File: src/rtl/tl_d_width_splitter_if.sv
// ---------------------------------------------------------------------------
// tl_d_width_splitter_if
//
// Bundles the TileLink D-channel signals around the width splitter: the wide
// enq side (from the wide D source) and the narrow deq side (to the client).
//
// Modports:
//   master - the environment: drives the wide beat, its byte offset and the
//            narrow-side ready; observes enq ready and the narrow beat.
//   slave  - the splitter: consumes the wide beat and produces narrow beats.
//
// Signals (widths follow the parameters):
//   io_enq_valid / io_enq_ready         wide beat handshake
//   io_enq_bits_*                       wide D fields (data is 8*IN_BYTES)
//   io_enq_offset                       byte offset of transfer in wide beat
//   io_deq_valid / io_deq_ready         narrow beat handshake
//   io_deq_bits_*                       narrow D fields (data is 8*OUT_BYTES)
//   io_deq_last                         final narrow beat of the wide beat
// ---------------------------------------------------------------------------
interface tl_d_width_splitter_if #(
    parameter int IN_BYTES  = 16,
    parameter int OUT_BYTES = 4,
    parameter int SOURCE_W  = 4,
    parameter int SINK_W    = 4
);
    localparam int OFF_W = $clog2(IN_BYTES);

    logic                   io_enq_valid;
    logic                   io_enq_ready;
    logic [2:0]             io_enq_bits_opcode;
    logic [1:0]             io_enq_bits_param;
    logic [3:0]             io_enq_bits_size;
    logic [SOURCE_W-1:0]    io_enq_bits_source;
    logic [SINK_W-1:0]      io_enq_bits_sink;
    logic                   io_enq_bits_denied;
    logic [8*IN_BYTES-1:0]  io_enq_bits_data;
    logic                   io_enq_bits_corrupt;
    logic [OFF_W-1:0]       io_enq_offset;

    logic                   io_deq_ready;
    logic                   io_deq_valid;
    logic [2:0]             io_deq_bits_opcode;
    logic [1:0]             io_deq_bits_param;
    logic [3:0]             io_deq_bits_size;
    logic [SOURCE_W-1:0]    io_deq_bits_source;
    logic [SINK_W-1:0]      io_deq_bits_sink;
    logic                   io_deq_bits_denied;
    logic [8*OUT_BYTES-1:0] io_deq_bits_data;
    logic                   io_deq_bits_corrupt;
    logic                   io_deq_last;

    modport master (
        output io_enq_valid, io_enq_bits_opcode, io_enq_bits_param,
               io_enq_bits_size, io_enq_bits_source, io_enq_bits_sink,
               io_enq_bits_denied, io_enq_bits_data, io_enq_bits_corrupt,
               io_enq_offset, io_deq_ready,
        input  io_enq_ready, io_deq_valid, io_deq_bits_opcode,
               io_deq_bits_param, io_deq_bits_size, io_deq_bits_source,
               io_deq_bits_sink, io_deq_bits_denied, io_deq_bits_data,
               io_deq_bits_corrupt, io_deq_last
    );

    modport slave (
        input  io_enq_valid, io_enq_bits_opcode, io_enq_bits_param,
               io_enq_bits_size, io_enq_bits_source, io_enq_bits_sink,
               io_enq_bits_denied, io_enq_bits_data, io_enq_bits_corrupt,
               io_enq_offset, io_deq_ready,
        output io_enq_ready, io_deq_valid, io_deq_bits_opcode,
               io_deq_bits_param, io_deq_bits_size, io_deq_bits_source,
               io_deq_bits_sink, io_deq_bits_denied, io_deq_bits_data,
               io_deq_bits_corrupt, io_deq_last
    );
endinterface

File: src/rtl/tl_d_width_splitter.sv
// ---------------------------------------------------------------------------
// tl_d_width_splitter
//
// Narrows a TileLink D-channel beat stream from an IN_BYTES data bus to an
// OUT_BYTES data bus. Each accepted wide beat becomes 1, 2 or 4 (up to
// IN_BYTES/OUT_BYTES) narrow beats depending on opcode and size. The first
// narrow beat passes straight through from the enq inputs; the remaining
// beats are replayed from a holding register.
//
// Ports:
//   clock  - sole clock
//   reset  - asynchronous, active-low reset
//   bus    - tl_d_width_splitter_if.slave: wide enq side, offset, narrow deq
//            side. The interface instance must use the same parameters.
// ---------------------------------------------------------------------------
module tl_d_width_splitter #(
    parameter int IN_BYTES  = 16,
    parameter int OUT_BYTES = 4,
    parameter int SOURCE_W  = 4,
    parameter int SINK_W    = 4
) (
    input  logic                  clock,
    input  logic                  reset,
    tl_d_width_splitter_if.slave  bus
);
    localparam int RATIO    = IN_BYTES / OUT_BYTES;
    localparam int IDX_W    = $clog2(RATIO);
    localparam int CNT_W    = IDX_W + 1;
    localparam int OFF_W    = $clog2(IN_BYTES);
    localparam int IN_SH    = $clog2(IN_BYTES);
    localparam int OUT_SH   = $clog2(OUT_BYTES);
    localparam int IN_BITS  = 8 * IN_BYTES;
    localparam int OUT_BITS = 8 * OUT_BYTES;

    typedef enum logic {
        IDLE = 1'b0,
        BUSY = 1'b1
    } state_t;

    state_t                 stateQ, stateD;
    logic [IDX_W-1:0]       idxQ, idxD;
    logic                   captureEn;

    // Saved copy of the wide beat being replayed
    logic [2:0]             opcodeQ;
    logic [1:0]             paramQ;
    logic [3:0]             sizeQ;
    logic [SOURCE_W-1:0]    sourceQ;
    logic [SINK_W-1:0]      sinkQ;
    logic                   deniedQ;
    logic                   corruptQ;
    logic [IN_BITS-1:0]     dataQ;
    logic [OFF_W-1:0]       offsetQ;
    logic [CNT_W-1:0]       nQ;

    logic [CNT_W-1:0]       liveN;
    logic [IDX_W-1:0]       liveBase;
    logic [IDX_W-1:0]       savedBase;
    logic [IDX_W-1:0]       laneSel;
    logic [IN_BITS-1:0]     dataSrc;

    // Only AccessAckData and GrantData carry payload
    function automatic logic isDataOp(input logic [2:0] op);
        return (op == 3'd1) || (op == 3'd5);
    endfunction

    // Narrow beats per wide beat: max(1, min(2^size, IN_BYTES)/OUT_BYTES)
    function automatic logic [CNT_W-1:0] beatCount(input logic [2:0] op,
                                                    input logic [3:0] size);
        if (!isDataOp(op))            return CNT_W'(1);
        if (size >= 4'(IN_SH))        return CNT_W'(RATIO);
        if (size <= 4'(OUT_SH))       return CNT_W'(1);
        return CNT_W'(1) << (size - 4'(OUT_SH));
    endfunction

    // First lane of the transfer, aligned down to the burst length so a
    // multi-beat transfer always starts on its natural boundary
    function automatic logic [IDX_W-1:0] baseLane(input logic [OFF_W-1:0] off,
                                                   input logic [3:0]       size,
                                                   input logic [CNT_W-1:0] n);
        logic [IDX_W-1:0] mask;
        mask = IDX_W'(n - CNT_W'(1));
        if (size >= 4'(IN_SH)) return '0;
        return off[OFF_W-1:OUT_SH] & ~mask;
    endfunction

    // Control state: cleared asynchronously so an interrupted burst is dropped
    always_ff @(posedge clock or negedge reset) begin
        if (!reset) begin
            stateQ <= IDLE;
            idxQ   <= '0;
        end else begin
            stateQ <= stateD;
            idxQ   <= idxD;
        end
    end

    // Holding register: loads only when a multi-beat wide beat is accepted
    always_ff @(posedge clock) begin
        if (captureEn) begin
            opcodeQ  <= bus.io_enq_bits_opcode;
            paramQ   <= bus.io_enq_bits_param;
            sizeQ    <= bus.io_enq_bits_size;
            sourceQ  <= bus.io_enq_bits_source;
            sinkQ    <= bus.io_enq_bits_sink;
            deniedQ  <= bus.io_enq_bits_denied;
            corruptQ <= bus.io_enq_bits_corrupt;
            dataQ    <= bus.io_enq_bits_data;
            offsetQ  <= bus.io_enq_offset;
            nQ       <= liveN;
        end
    end

    // Next state and outputs. Idle is a combinational pass-through of the
    // live enq beat; busy replays the saved beat lane by lane.
    always_comb begin
        stateD    = stateQ;
        idxD      = idxQ;
        captureEn = 1'b0;

        liveN     = beatCount(bus.io_enq_bits_opcode, bus.io_enq_bits_size);
        liveBase  = baseLane(bus.io_enq_offset, bus.io_enq_bits_size, liveN);
        savedBase = baseLane(offsetQ, sizeQ, nQ);

        bus.io_enq_ready        = bus.io_deq_ready;
        bus.io_deq_valid        = bus.io_enq_valid;
        bus.io_deq_bits_opcode  = bus.io_enq_bits_opcode;
        bus.io_deq_bits_param   = bus.io_enq_bits_param;
        bus.io_deq_bits_size    = bus.io_enq_bits_size;
        bus.io_deq_bits_source  = bus.io_enq_bits_source;
        bus.io_deq_bits_sink    = bus.io_enq_bits_sink;
        bus.io_deq_bits_denied  = bus.io_enq_bits_denied;
        bus.io_deq_bits_corrupt = bus.io_enq_bits_corrupt;
        bus.io_deq_last         = (liveN == CNT_W'(1));
        laneSel                 = liveBase;
        dataSrc                 = bus.io_enq_bits_data;

        if (stateQ == IDLE) begin
            // The wide beat is consumed together with its first narrow beat
            if (bus.io_enq_valid && bus.io_deq_ready && (liveN != CNT_W'(1))) begin
                captureEn = 1'b1;
                stateD    = BUSY;
                idxD      = IDX_W'(1);
            end
        end else begin
            bus.io_enq_ready        = 1'b0;
            bus.io_deq_valid        = 1'b1;
            bus.io_deq_bits_opcode  = opcodeQ;
            bus.io_deq_bits_param   = paramQ;
            bus.io_deq_bits_size    = sizeQ;
            bus.io_deq_bits_source  = sourceQ;
            bus.io_deq_bits_sink    = sinkQ;
            bus.io_deq_bits_denied  = deniedQ;
            bus.io_deq_bits_corrupt = corruptQ;
            bus.io_deq_last         = ({1'b0, idxQ} == (nQ - CNT_W'(1)));
            laneSel                 = savedBase + idxQ;
            dataSrc                 = dataQ;

            if (bus.io_deq_ready) begin
                if (bus.io_deq_last) begin
                    stateD = IDLE;
                    idxD   = '0;
                end else begin
                    idxD   = idxQ + IDX_W'(1);
                end
            end
        end

        bus.io_deq_bits_data = dataSrc[laneSel*OUT_BITS +: OUT_BITS];
    end
endmodule

File: src/flat_wrapper.sv
// flat-port wrapper written by rule: the top's interface ports become plain ports
module tl_d_width_splitter_flat 
#(
    parameter int IN_BYTES  = 16,
    parameter int OUT_BYTES = 4,
    parameter int SOURCE_W  = 4,
    parameter int SINK_W    = 4
)
  (clock, reset, bus_io_enq_valid, bus_io_enq_bits_opcode, bus_io_enq_bits_param, bus_io_enq_bits_size, bus_io_enq_bits_source, bus_io_enq_bits_sink, bus_io_enq_bits_denied, bus_io_enq_bits_data, bus_io_enq_bits_corrupt, bus_io_enq_offset, bus_io_deq_ready, bus_io_enq_ready, bus_io_deq_valid, bus_io_deq_bits_opcode, bus_io_deq_bits_param, bus_io_deq_bits_size, bus_io_deq_bits_source, bus_io_deq_bits_sink, bus_io_deq_bits_denied, bus_io_deq_bits_data, bus_io_deq_bits_corrupt, bus_io_deq_last);
  tl_d_width_splitter_if #(.IN_BYTES(IN_BYTES), .OUT_BYTES(OUT_BYTES), .SOURCE_W(SOURCE_W), .SINK_W(SINK_W)) bus_i ();
  input  logic clock;
  input  logic reset;
  input wire logic [$bits(bus_i.io_enq_valid)-1:0] bus_io_enq_valid;
  input wire logic [$bits(bus_i.io_enq_bits_opcode)-1:0] bus_io_enq_bits_opcode;
  input wire logic [$bits(bus_i.io_enq_bits_param)-1:0] bus_io_enq_bits_param;
  input wire logic [$bits(bus_i.io_enq_bits_size)-1:0] bus_io_enq_bits_size;
  input wire logic [$bits(bus_i.io_enq_bits_source)-1:0] bus_io_enq_bits_source;
  input wire logic [$bits(bus_i.io_enq_bits_sink)-1:0] bus_io_enq_bits_sink;
  input wire logic [$bits(bus_i.io_enq_bits_denied)-1:0] bus_io_enq_bits_denied;
  input wire logic [$bits(bus_i.io_enq_bits_data)-1:0] bus_io_enq_bits_data;
  input wire logic [$bits(bus_i.io_enq_bits_corrupt)-1:0] bus_io_enq_bits_corrupt;
  input wire logic [$bits(bus_i.io_enq_offset)-1:0] bus_io_enq_offset;
  input wire logic [$bits(bus_i.io_deq_ready)-1:0] bus_io_deq_ready;
  output wire logic [$bits(bus_i.io_enq_ready)-1:0] bus_io_enq_ready;
  output wire logic [$bits(bus_i.io_deq_valid)-1:0] bus_io_deq_valid;
  output wire logic [$bits(bus_i.io_deq_bits_opcode)-1:0] bus_io_deq_bits_opcode;
  output wire logic [$bits(bus_i.io_deq_bits_param)-1:0] bus_io_deq_bits_param;
  output wire logic [$bits(bus_i.io_deq_bits_size)-1:0] bus_io_deq_bits_size;
  output wire logic [$bits(bus_i.io_deq_bits_source)-1:0] bus_io_deq_bits_source;
  output wire logic [$bits(bus_i.io_deq_bits_sink)-1:0] bus_io_deq_bits_sink;
  output wire logic [$bits(bus_i.io_deq_bits_denied)-1:0] bus_io_deq_bits_denied;
  output wire logic [$bits(bus_i.io_deq_bits_data)-1:0] bus_io_deq_bits_data;
  output wire logic [$bits(bus_i.io_deq_bits_corrupt)-1:0] bus_io_deq_bits_corrupt;
  output wire logic [$bits(bus_i.io_deq_last)-1:0] bus_io_deq_last;
  assign bus_i.io_enq_valid = bus_io_enq_valid;
  assign bus_i.io_enq_bits_opcode = bus_io_enq_bits_opcode;
  assign bus_i.io_enq_bits_param = bus_io_enq_bits_param;
  assign bus_i.io_enq_bits_size = bus_io_enq_bits_size;
  assign bus_i.io_enq_bits_source = bus_io_enq_bits_source;
  assign bus_i.io_enq_bits_sink = bus_io_enq_bits_sink;
  assign bus_i.io_enq_bits_denied = bus_io_enq_bits_denied;
  assign bus_i.io_enq_bits_data = bus_io_enq_bits_data;
  assign bus_i.io_enq_bits_corrupt = bus_io_enq_bits_corrupt;
  assign bus_i.io_enq_offset = bus_io_enq_offset;
  assign bus_i.io_deq_ready = bus_io_deq_ready;
  assign bus_io_enq_ready = bus_i.io_enq_ready;
  assign bus_io_deq_valid = bus_i.io_deq_valid;
  assign bus_io_deq_bits_opcode = bus_i.io_deq_bits_opcode;
  assign bus_io_deq_bits_param = bus_i.io_deq_bits_param;
  assign bus_io_deq_bits_size = bus_i.io_deq_bits_size;
  assign bus_io_deq_bits_source = bus_i.io_deq_bits_source;
  assign bus_io_deq_bits_sink = bus_i.io_deq_bits_sink;
  assign bus_io_deq_bits_denied = bus_i.io_deq_bits_denied;
  assign bus_io_deq_bits_data = bus_i.io_deq_bits_data;
  assign bus_io_deq_bits_corrupt = bus_i.io_deq_bits_corrupt;
  assign bus_io_deq_last = bus_i.io_deq_last;
  tl_d_width_splitter #(.IN_BYTES(IN_BYTES), .OUT_BYTES(OUT_BYTES), .SOURCE_W(SOURCE_W), .SINK_W(SINK_W)) u_core (.clock(clock), .reset(reset), .bus(bus_i));
endmodule
File: config.mk
export PLATFORM = sky130hd
export DESIGN_NAME = tl_d_width_splitter_flat
export DESIGN_NICKNAME = d
export VERILOG_FILES = /design/src/rtl/tl_d_width_splitter_if.sv /design/src/rtl/tl_d_width_splitter.sv /design/src/flat_wrapper.sv
export SDC_FILE = /design/constraint.sdc
export NUM_CORES = 1
export LEC_CHECK = 0
export BUFFER_PORTS_ARGS = -buffer_cell sky130_fd_sc_hd__buf_4
export CAP_MARGIN = 20
export CORE_UTILIZATION = 52
export DETAILED_ROUTE_END_ITERATION = 16
export GPL_ROUTABILITY_DRIVEN = 0
export HOLD_SLACK_MARGIN = 0.12
export PLACE_DENSITY = 0.8
export SLEW_MARGIN = 20
export SYNTH_ARGS = -nofsm -noshare
export SYNTH_HDL_FRONTEND = slang
export SYNTH_SLANG_ARGS = --single-unit
File: constraint.sdc
create_clock -name clock -period 6 [get_ports clock]
set_input_delay 0.6 -clock clock [delete_from_list [all_inputs] [get_ports clock]]
set_output_delay 0.6 -clock clock [all_outputs]
set_load 0.005 [all_outputs]
==> results.toml, run 1 <==
[critical_path]
reg2reg_depth = 4
end_kind = "primary output"
path_class = "in2out"
cp_max_fo = 15
startpoint_type = "input pin"
cp.arrival_ps = 3650
worstPathRequired_ps = 5400

[grt]
grt_pass1_vias = 5809
grt_pass1_wl_um = 29310
antenna_found_initial = 0
grt_usage = 0.2662
grt_overflow = 0
grt_max_degree = 78

[pwr]
p_leak_nw = 3.719
vdd_drop_max_v = 0.0002961
power_density_nw_per_um2 = 387.9

[timing]
hold_violations = 0
worst_slack_ps = 1751
finalSetupViolations = 0
rsz0062_at_grt = "no"
skew_ps = 5.460
max_slew_margin = 0.2823
finalCritPeriodShare = 0.7081
setup_tns_ps = 0
hold_ws_ps = 355.8
min_period_ps = 4249
report.final.slew_viol_count = 0
worst_slew_pin_slew_ps = 1076
fmaxAchievable_mhz = 235.4

[floorplan]
placement_rows = 42
die_y_um = 120.4
io-pin-count = 209
die_w_um = 120.4
core_area_um2 = 13450
start_util = 0.5416
dieArea_um2 = 14490

[placement]
pre_cts_slack_ps = 1752
place_hpwl_um = 12290
port_buffers = 206

[detailed_routing]
vias_per_cell = 5.826
first_pass_iters = 6
wirelength_um = 18980
wl_per_cell_um = 18.98
ant_nets = 0
drc = 0
vias = 5826
first_iter_violations = 694

[clocking]
cts-root-buf = "clkbuf_16"
clk_latency_ps = 430
h-tree-depth = 4
cts_made_buffers = 17
clk_pin_slew_ps = 60
cts.sinks = 155
cts_tree = "yes"
cts_max_path_buffers = 2

[synth]
synthArstFlopShare = 0.01935
synthesis.area_um2 = 7286
synth-edff-count = 152
synth_warnings = 0
synth.net_count = 774
yosys-top-cells-area = "edfxtp_1 63%, nand2_1 9.4%, nand3_1 4.2%"
ys_seq_area_frac = 0.6368
synth.most_common_cell = "nand2_1"
syn_avg_cell_area_um2 = 11.87
synthFlopType = "edfxtp_1"
synth_cells = 614
synth-seq-cells = 155
yosysUniqueCellTypes = 36
synth_common_cells = "182 x nand2_1, 152 x edfxtp_1, 61 x nand3_1"
yosysTopAreaCell = "edfxtp_1"
synth_top_area_frac = 0.6265

[flow_run]
max_cap_violations = 0

[final_layout]
drive_gt1_frac = 0.3422
synthToLayoutAreaGrowth_pct = 32.37
diodes = 0
finalNetCount = 971

[run_status]
outcome = "finished clean"

[min_path]
hold_depth = 1
hp-class = "in2reg"
area by class of cell:
type	count	area (µm²)
multi-input cells	415	2519
well taps	176	220.2
clock buffers	18	429.2
flip-flops and latches	155	4639
fillers	949	3809
repair buffers	216	1637
inverters	6	22.52
clock inverters	14	177.7
stage by stage:
| stage | total power, mW | util | area (µm²) | instances |
|---|---|---|---|---|
| 2_1_floorplan | 2.035 | - | 7286 | 614 |
| 3_3_place_gp | 2.628 | 0.6710 | 9027 | 967 |
| 3_5_place_dp | 2.655 | 0.6710 | 9027 | 967 |
| 4_1_cts | 3.755 | 0.7169 | 9644 | 1000 |
| 5_1_grt | 3.908 | 0.7169 | 9644 | 1000 |
| 6_report | 3.741 | 0.7169 | 9644 | 1000 |
path summary, 6_finish.rpt:
check / slack, ps / start / to
setup reg to reg: 3320 / u_core.stateQ / u_core.corruptQ
hold reg to reg: 690 / u_core.idxQ[0] / u_core.idxQ[0]
max in group asynchronous: 5400 / reset / u_core.idxQ[0]
hold / removal: 360 / bus_io_enq_bits_data[118] / u_core.dataQ[118]
setup / recovery: 1750 / bus_io_enq_bits_size[2] / bus_io_deq_bits_data[7]
min in group asynchronous: 500 / reset / u_core.stateQ
layer usage:
metal | track usage | part of all wire | up-vias
met2 | 0.4526 | 0.50 | 332
met4 | 0.08488 | 0.015 | 0
li1 | - | - | 2663
met5 | 0 | 0 | -
met1 | 0.3285 | 0.38 | 2803
met3 | 0.07453 | 0.10 | 28
kinds of logic (layout without fill, tap and decap cells):
| family | after synthesis | in the layout | share of synthesized area |
|---|---|---|---|
| buffers and inverters | 44 | 254 | 0.02490 |
| DFF | 155 | 155 | 0.6368 |
| and+or+nand+nor | 293 | 293 | 0.1808 |
| muxes | 55 | 55 | 0.08003 |
| xor gates and xnor gates | 6 | 6 | 0.009274 |
| AOI/OAI and AO/OA | 56 | 56 | 0.05959 |
| adders and majority gates | 5 | 5 | 0.008587 |
flip-flops by register name, summed over array words and instances (netlist names):
register	cells
u_core.dataQ	128
u_core.sizeQ	4
u_core.corruptQ	1
u_core.stateQ	1
u_core.opcodeQ	3
u_core.idxQ	2
u_core.sourceQ	4
u_core.paramQ	2
u_core.nQ	3
u_core.sinkQ	4
u_core.deniedQ	1
u_core.offsetQ	2
report_power, final:
group	internal, mW	total, mW	switching, mW
registers	1.26	1.28	0.0256
clock network	0.689	1.10	0.415
logic	0.626	1.35	0.729
total	2.57	3.74	1.17
worst max-delay path: stages:
cell and delay, ps:
buf_4 130, inv_1 100, ha_1 250, nor2b_1 150
nor2_1 80, o21ai_0 80, a21o_1 200, ha_1 330
nand3b_1 710, buf_4 480, nand2_1 90, a32oi_1 90
and3_1 210, buf_4 140
cell usage in the layout (no fill, tap or decap), types with 2 or more instances in the layout:
cell,n
nor2b_1,2
o31ai_1,3
buf_4,214
dfrtp_1,3
clkinv_2,3
and4bb_2,2
edfxtp_1,152
a21o_1,3
xor2_1,2
nand2b_1,2
o22ai_1,3
nand3_1,61
a21oi_1,6
and3_1,30
a32oi_1,29
a22oi_1,3
nand2_1,182
mux2i_1,29
nor2_1,4
o21ai_0,7
clkinvlp_4,3
mux2_2,26
inv_1,6
clkbuf_16,17
ha_1,5
clkinv_1,3
bufinv_16,4
what timing repair did:
action | 4_1_cts | 5_1_grt
gates resized for setup | 0 | 0
hold endpoints to repair | 3 | 0
setup buffers | 0 | 0
hold buffers | 1 | 0
Power figures use the tool's default switching activity.
==> run 2: changes to the inputs <==
- clock period: 6 -> 4.2 ns (I/O delays scaled with it)
==> results.toml, run 2 (synthesized netlist as in run 1, its figures left out) <==
[min_path]
hp-class = "in2reg"
holdPathEnd = "u_core.dataQ[45]"
hold_depth = 1
hp-start = "bus_io_enq_bits_data[45]"

[timing]
skew_ps = 8.314
worst_slew_pin_slew_ps = 947.2
finalSetupViolations = 0
hold_ws_ps = 180.2
fmaxAchievable_mhz = 268.0
min_period_ps = 3731
report.final.slew_viol_count = 0
setup_tns_ps = 0
rsz0062_at_grt = "no"
hold_violations = 0
max_slew_margin = 0.3670
worst_slack_ps = 468.6
finalCritPeriodShare = 0.8884

[final_layout]
stdcell_count = 1007
drive_gt1_frac = 0.3454
finalNetCount = 980
top_register = "u_core.dataQ"
diodes = 0
final_common_cell = "buf_4"
design_area_um2 = 9664
fillers = 938
largest_reg_flops = 128
layout_common_cells = "220 x buf_4, 182 x nand2_1, 152 x edfxtp_1"
final_core_util = 0.7184
synthToLayoutAreaGrowth_pct = 32.65

[flow_run]
max_cap_violations = 0

[clocking]
cts-root-buf = "clkbuf_16"
cts_max_path_buffers = 2
cts.sinks = 155
h-tree-depth = 4
cts_resized = 0
cts_tree = "yes"
clk_pin_slew_ps = 60
cts_made_buffers = 17
clk_latency_ps = 420

[pwr]
p_leak_nw = 3.742
comb_power_share = 0.384
switching_share = 0.3177
internal-power_mw = 3.536
vdd_drop_max_v = 0.0003599
power_density_nw_per_um2 = 536.3
finalPower_mw = 5.183
p_seq_frac = 0.353
switchingPower_mw = 1.647
clkPwrFrac = 0.263

[detailed_routing]
wl_per_cell_um = 18.52
drc = 0
wirelength_um = 18650
first_iter_violations = 509
ant_nets = 0
first_pass_iters = 5
vias_per_cell = 5.728
vias = 5768

[placement]
pre_cts_slack_ps = 514.9
port_buffers = 206
dp_cells = 975
placed_area_um2 = 9112
place_hpwl_um = 12440

[floorplan]
core_area_um2 = 13450
io-pin-count = 209
placement_rows = 42
start_util = 0.5416
die_y_um = 120.4
dieArea_um2 = 14490
die_w_um = 120.4

[critical_path]
cp_max_fo = 34
end_kind = "primary output"
startpoint_type = "input pin"
cpMaxStageDelayCell = "nor4b_2"
cp.arrival_ps = 3310
worstPathRequired_ps = 3780
rr_endpoint = "u_core.dataQ[26]"
timing.rr.start = "u_core.stateQ"
worstPathCellList = "buf_4, inv_1, ha_1, nor2b_1, nor2_1, o21ai_0, a21o_1, ha_1, nor4b_2, buf_12, buf_12, mux2i_1, a32oi_1, and3_1, buf_4"
path_class = "in2out"
reg2reg_depth = 4
rrSetupSlack_ps = 2090
worst_path_largest_cell_delay_ps = 340

[grt]
grt_usage = 0.2617
grt_max_degree = 77
grt_overflow = 0
antenna_found_initial = 0
grt_pass1_wl_um = 28800
grt_pass1_vias = 5875

[run_status]
outcome = "finished clean"
==> run 2: cell type report <==
type                            count  area, µm²  area share
Sequential cell                   155       4639      0.4801
Multi-Input combinational cell    415       2519      0.2606
Timing Repair Buffer              225       1749      0.1810
Clock buffer                       20      436.7     0.04518
Tap cell                          176      220.2     0.02279
Clock inverter                     10      77.57    0.008027
Inverter                            6      22.52    0.002330
==> run 2: worst max-delay path by stage <==
stage,cells past startpoint,slack (ps),startpoint,endpoint
floorplan,9,350,bus_io_enq_bits_size[1],u_core.corruptQ
global placement,15,560,bus_io_enq_bits_size[2],bus_io_deq_bits_data[8]
detailed placement,15,510,bus_io_enq_bits_size[2],bus_io_deq_bits_data[9]
CTS,9,290,u_core.nQ[0],bus_io_deq_bits_data[12]
global route,15,280,bus_io_enq_bits_size[2],bus_io_deq_bits_data[9]
finish,15,470,bus_io_enq_bits_size[2],bus_io_deq_bits_data[9]
==> run 2: layer usage <==
layer / share of wire / routed length [µm] / GRT usage / vias up
met4: 0.017 / 312 / 0.09954 / 0
met5: 0 / 0 / 0 / -
li1: - / - / - / 2673
met2: 0.51 / 9434 / 0.4508 / 279
met3: 0.077 / 1444 / 0.06415 / 28
met1: 0.40 / 7460 / 0.3175 / 2788
==> run 2: power by group through the flow <==
stage	Combinational (mW)	Sequential [mW]	Clock, mW
floorplan	1.04	1.86	0
global placement	1.91	1.86	0
detailed placement	1.95	1.86	0
CTS	1.97	1.83	1.38
global route	2.16	1.84	1.43
finish	1.99	1.83	1.36
==> run 2: what timing repair did <==
item,4_1_cts,5_1_grt
endpoints found under the hold margin,3,0
buffers inserted,0,0
hold buffers,1,0
==> run 2: worst max-delay path, delay by kind of cell <==
family,cells,cell delay [ps]
buf+inv,5,890
simple gates,4,810
fa+ha+maj,2,570
compound gates,3,360
mux,1,240
==> run 3: changes to the inputs <==
- ABC_AREA: default -> 1
- CORE_UTILIZATION: 52 -> 53
- SETUP_SLACK_MARGIN: default -> 0.5
==> results.toml, run 3 <==
[floorplan]
die_y_um = 124.4
start_util = 0.5441
placement_rows = 44
io-pin-count = 209
die_w_um = 124.4
core_area_um2 = 14590
dieArea_um2 = 15470

[timing]
max_slew_margin = 0.4098
hold_violations = 0
finalSetupViolations = 0
fmaxAchievable_mhz = 299.8
skew_ps = 6.073
worst_slew_pin_slew_ps = 885.3
min_period_ps = 3336
finalCritPeriodShare = 0.7942
rsz0062_at_grt = "no"
report.final.slew_viol_count = 0

[final_layout]
synthToLayoutAreaGrowth_pct = 29.29
finalNetCount = 1026
final_common_cell = "buf_4"
largest_reg_flops = 128
drive_gt1_frac = 0.3231
top_register = "u_core.dataQ"
layout_common_cells = "214 x buf_4, 155 x nand2_1, 152 x edfxtp_1"
diodes = 0
final_core_util = 0.7034

[synth]
synthArstFlopShare = 0.01935
synth_top_area_frac = 0.5750
syn_avg_cell_area_um2 = 11.78
synth-seq-cells = 155
synthesis.area_um2 = 7938
synthFlopType = "edfxtp_1"
yosysUniqueCellTypes = 36
synth-edff-count = 152
synth_cells = 674
synth_common_cells = "158 x nand2_1, 152 x edfxtp_1, 128 x mux2i_1"
synth_warnings = 0
synth.most_common_cell = "nand2_1"
synth.net_count = 834
ys_seq_area_frac = 0.5845
yosys-top-cells-area = "edfxtp_1 58%, mux2i_1 16%, nand2_1 7.5%"
yosysTopAreaCell = "edfxtp_1"

[critical_path]
worstPathRequired_ps = 3780
path_class = "in2out"
cp_max_fo = 32
startpoint_type = "input pin"
reg2reg_depth = 2
cp.arrival_ps = 2920
end_kind = "primary output"

[detailed_routing]
wl_per_cell_um = 17.85
first_iter_violations = 515
vias = 5921
ant_nets = 0
drc = 0
wirelength_um = 18970
vias_per_cell = 5.570
first_pass_iters = 5

[pwr]
switchingPower_mw = 2.384
power_density_nw_per_um2 = 656.4
clkPwrFrac = 0.255
comb_power_share = 0.462
switching_share = 0.3539
p_leak_nw = 4.472
p_seq_frac = 0.283
internal-power_mw = 4.352
finalPower_mw = 6.736
vdd_drop_max_v = 0.0004479

[clocking]
cts_made_buffers = 17
cts-root-buf = "clkbuf_16"
cts.sinks = 155
h-tree-depth = 4
clk_pin_slew_ps = 70
post_cts_buffers = 0
cts_tree = "yes"
cts_max_path_buffers = 2
clk_latency_ps = 420

[placement]
place_hpwl_um = 12080
port_buffers = 206

[min_path]
hold_depth = 1
hp-class = "in2reg"

[grt]
grt_overflow = 0
grt_max_degree = 119
grt_pass1_wl_um = 30670
grt_pass1_vias = 6073
grt_usage = 0.2503
antenna_found_initial = 0

[flow_run]
max_cap_violations = 0

[run_status]
outcome = "finished clean"
run 3: worst paths after layout:
path | slack, ps | to | startpoint
worst max register to register | 2200 | u_core.dataQ[64] | u_core.stateQ
max in group asynchronous | 3760 | u_core.stateQ | reset
min in group asynchronous | 330 | u_core.idxQ[1] | reset
worst min-delay path | 180 | u_core.dataQ[48] | bus_io_enq_bits_data[48]
worst min register to register | 630 | u_core.idxQ[1] | u_core.idxQ[1]
worst max-delay path | 860 | bus_io_deq_bits_data[28] | bus_io_enq_bits_size[1]
run 3: logic make-up (layout without fill, tap and decap cells):
family	after synthesis	after routing	share of synthesized area
fa+ha+maj	5	5	0.007881
simple gates	305	305	0.1814
buf+inv	60	265	0.04492
compound gates	15	15	0.01230
flops	155	155	0.5845
mux	128	128	0.1614
xor+xnor	6	6	0.007568
run 3: worst max-delay path: stages:
cell	delay [ps]
buf_4	150
inv_12	40
ha_4	250
nand2_2	50
nor2_2	110
nand4_1	160
ha_2	350
inv_1	40
a31oi_1	310
inv_1	130
nand2_4	450
nand3_1	200
nand2_1	120
buf_4	120
run 3: repair_timing:
item / 4_1_cts / 5_1_grt
gates resized for setup: 0 / 0
hold buffers: 1 / 0
hold endpoints to repair: 3 / 0
run 3: power by group through the flow:
stage,clock [mW],combinational [mW],sequential (mW)
after global placement,0,3.04,1.93
after CTS,1.74,3.12,1.90
final,1.72,3.11,1.90
after detailed placement,0,3.10,1.94
after global routing,1.79,3.38,1.92
after floorplan,0,2.12,1.86
run 3: cell type report:
class | instances | area, µm²
multi-input combinational | 459 | 2975
fill | 1046 | 4327
clock inverter | 13 | 222.7
timing repair buffer | 218 | 1677
inverter | 15 | 81.33
clock buffer | 19 | 432.9
sequential | 155 | 4643
tap | 184 | 230.2
run 3: routing by layer:
layer / share of wire / up-vias / GRT usage
li1: - / 2814 / -
met1: 0.42 / 2854 / 0.3198
met2: 0.49 / 230 / 0.4082
met3: 0.071 / 23 / 0.07088
met4: 0.015 / 0 / 0.08575
met5: 0 / - / 0
run 3: through the flow:
step / instance area [µm²] / cells / hold slack (ps) / setup WS (ps) / setup TNS [ps]
final: 10260 / 1063 / 175.9 / 864.3 / 0
after global routing: 10260 / 1063 / 161.2 / 719.0 / 0
after CTS: 10260 / 1063 / 159.6 / 861.3 / 0
after detailed placement: 9597 / 1030 / 217.2 / 951.6 / 0
after global placement: 9597 / 1030 / 209.8 / 1011 / 0
after floorplan: 7991 / 674 / 124.4 / -1208 / -184840
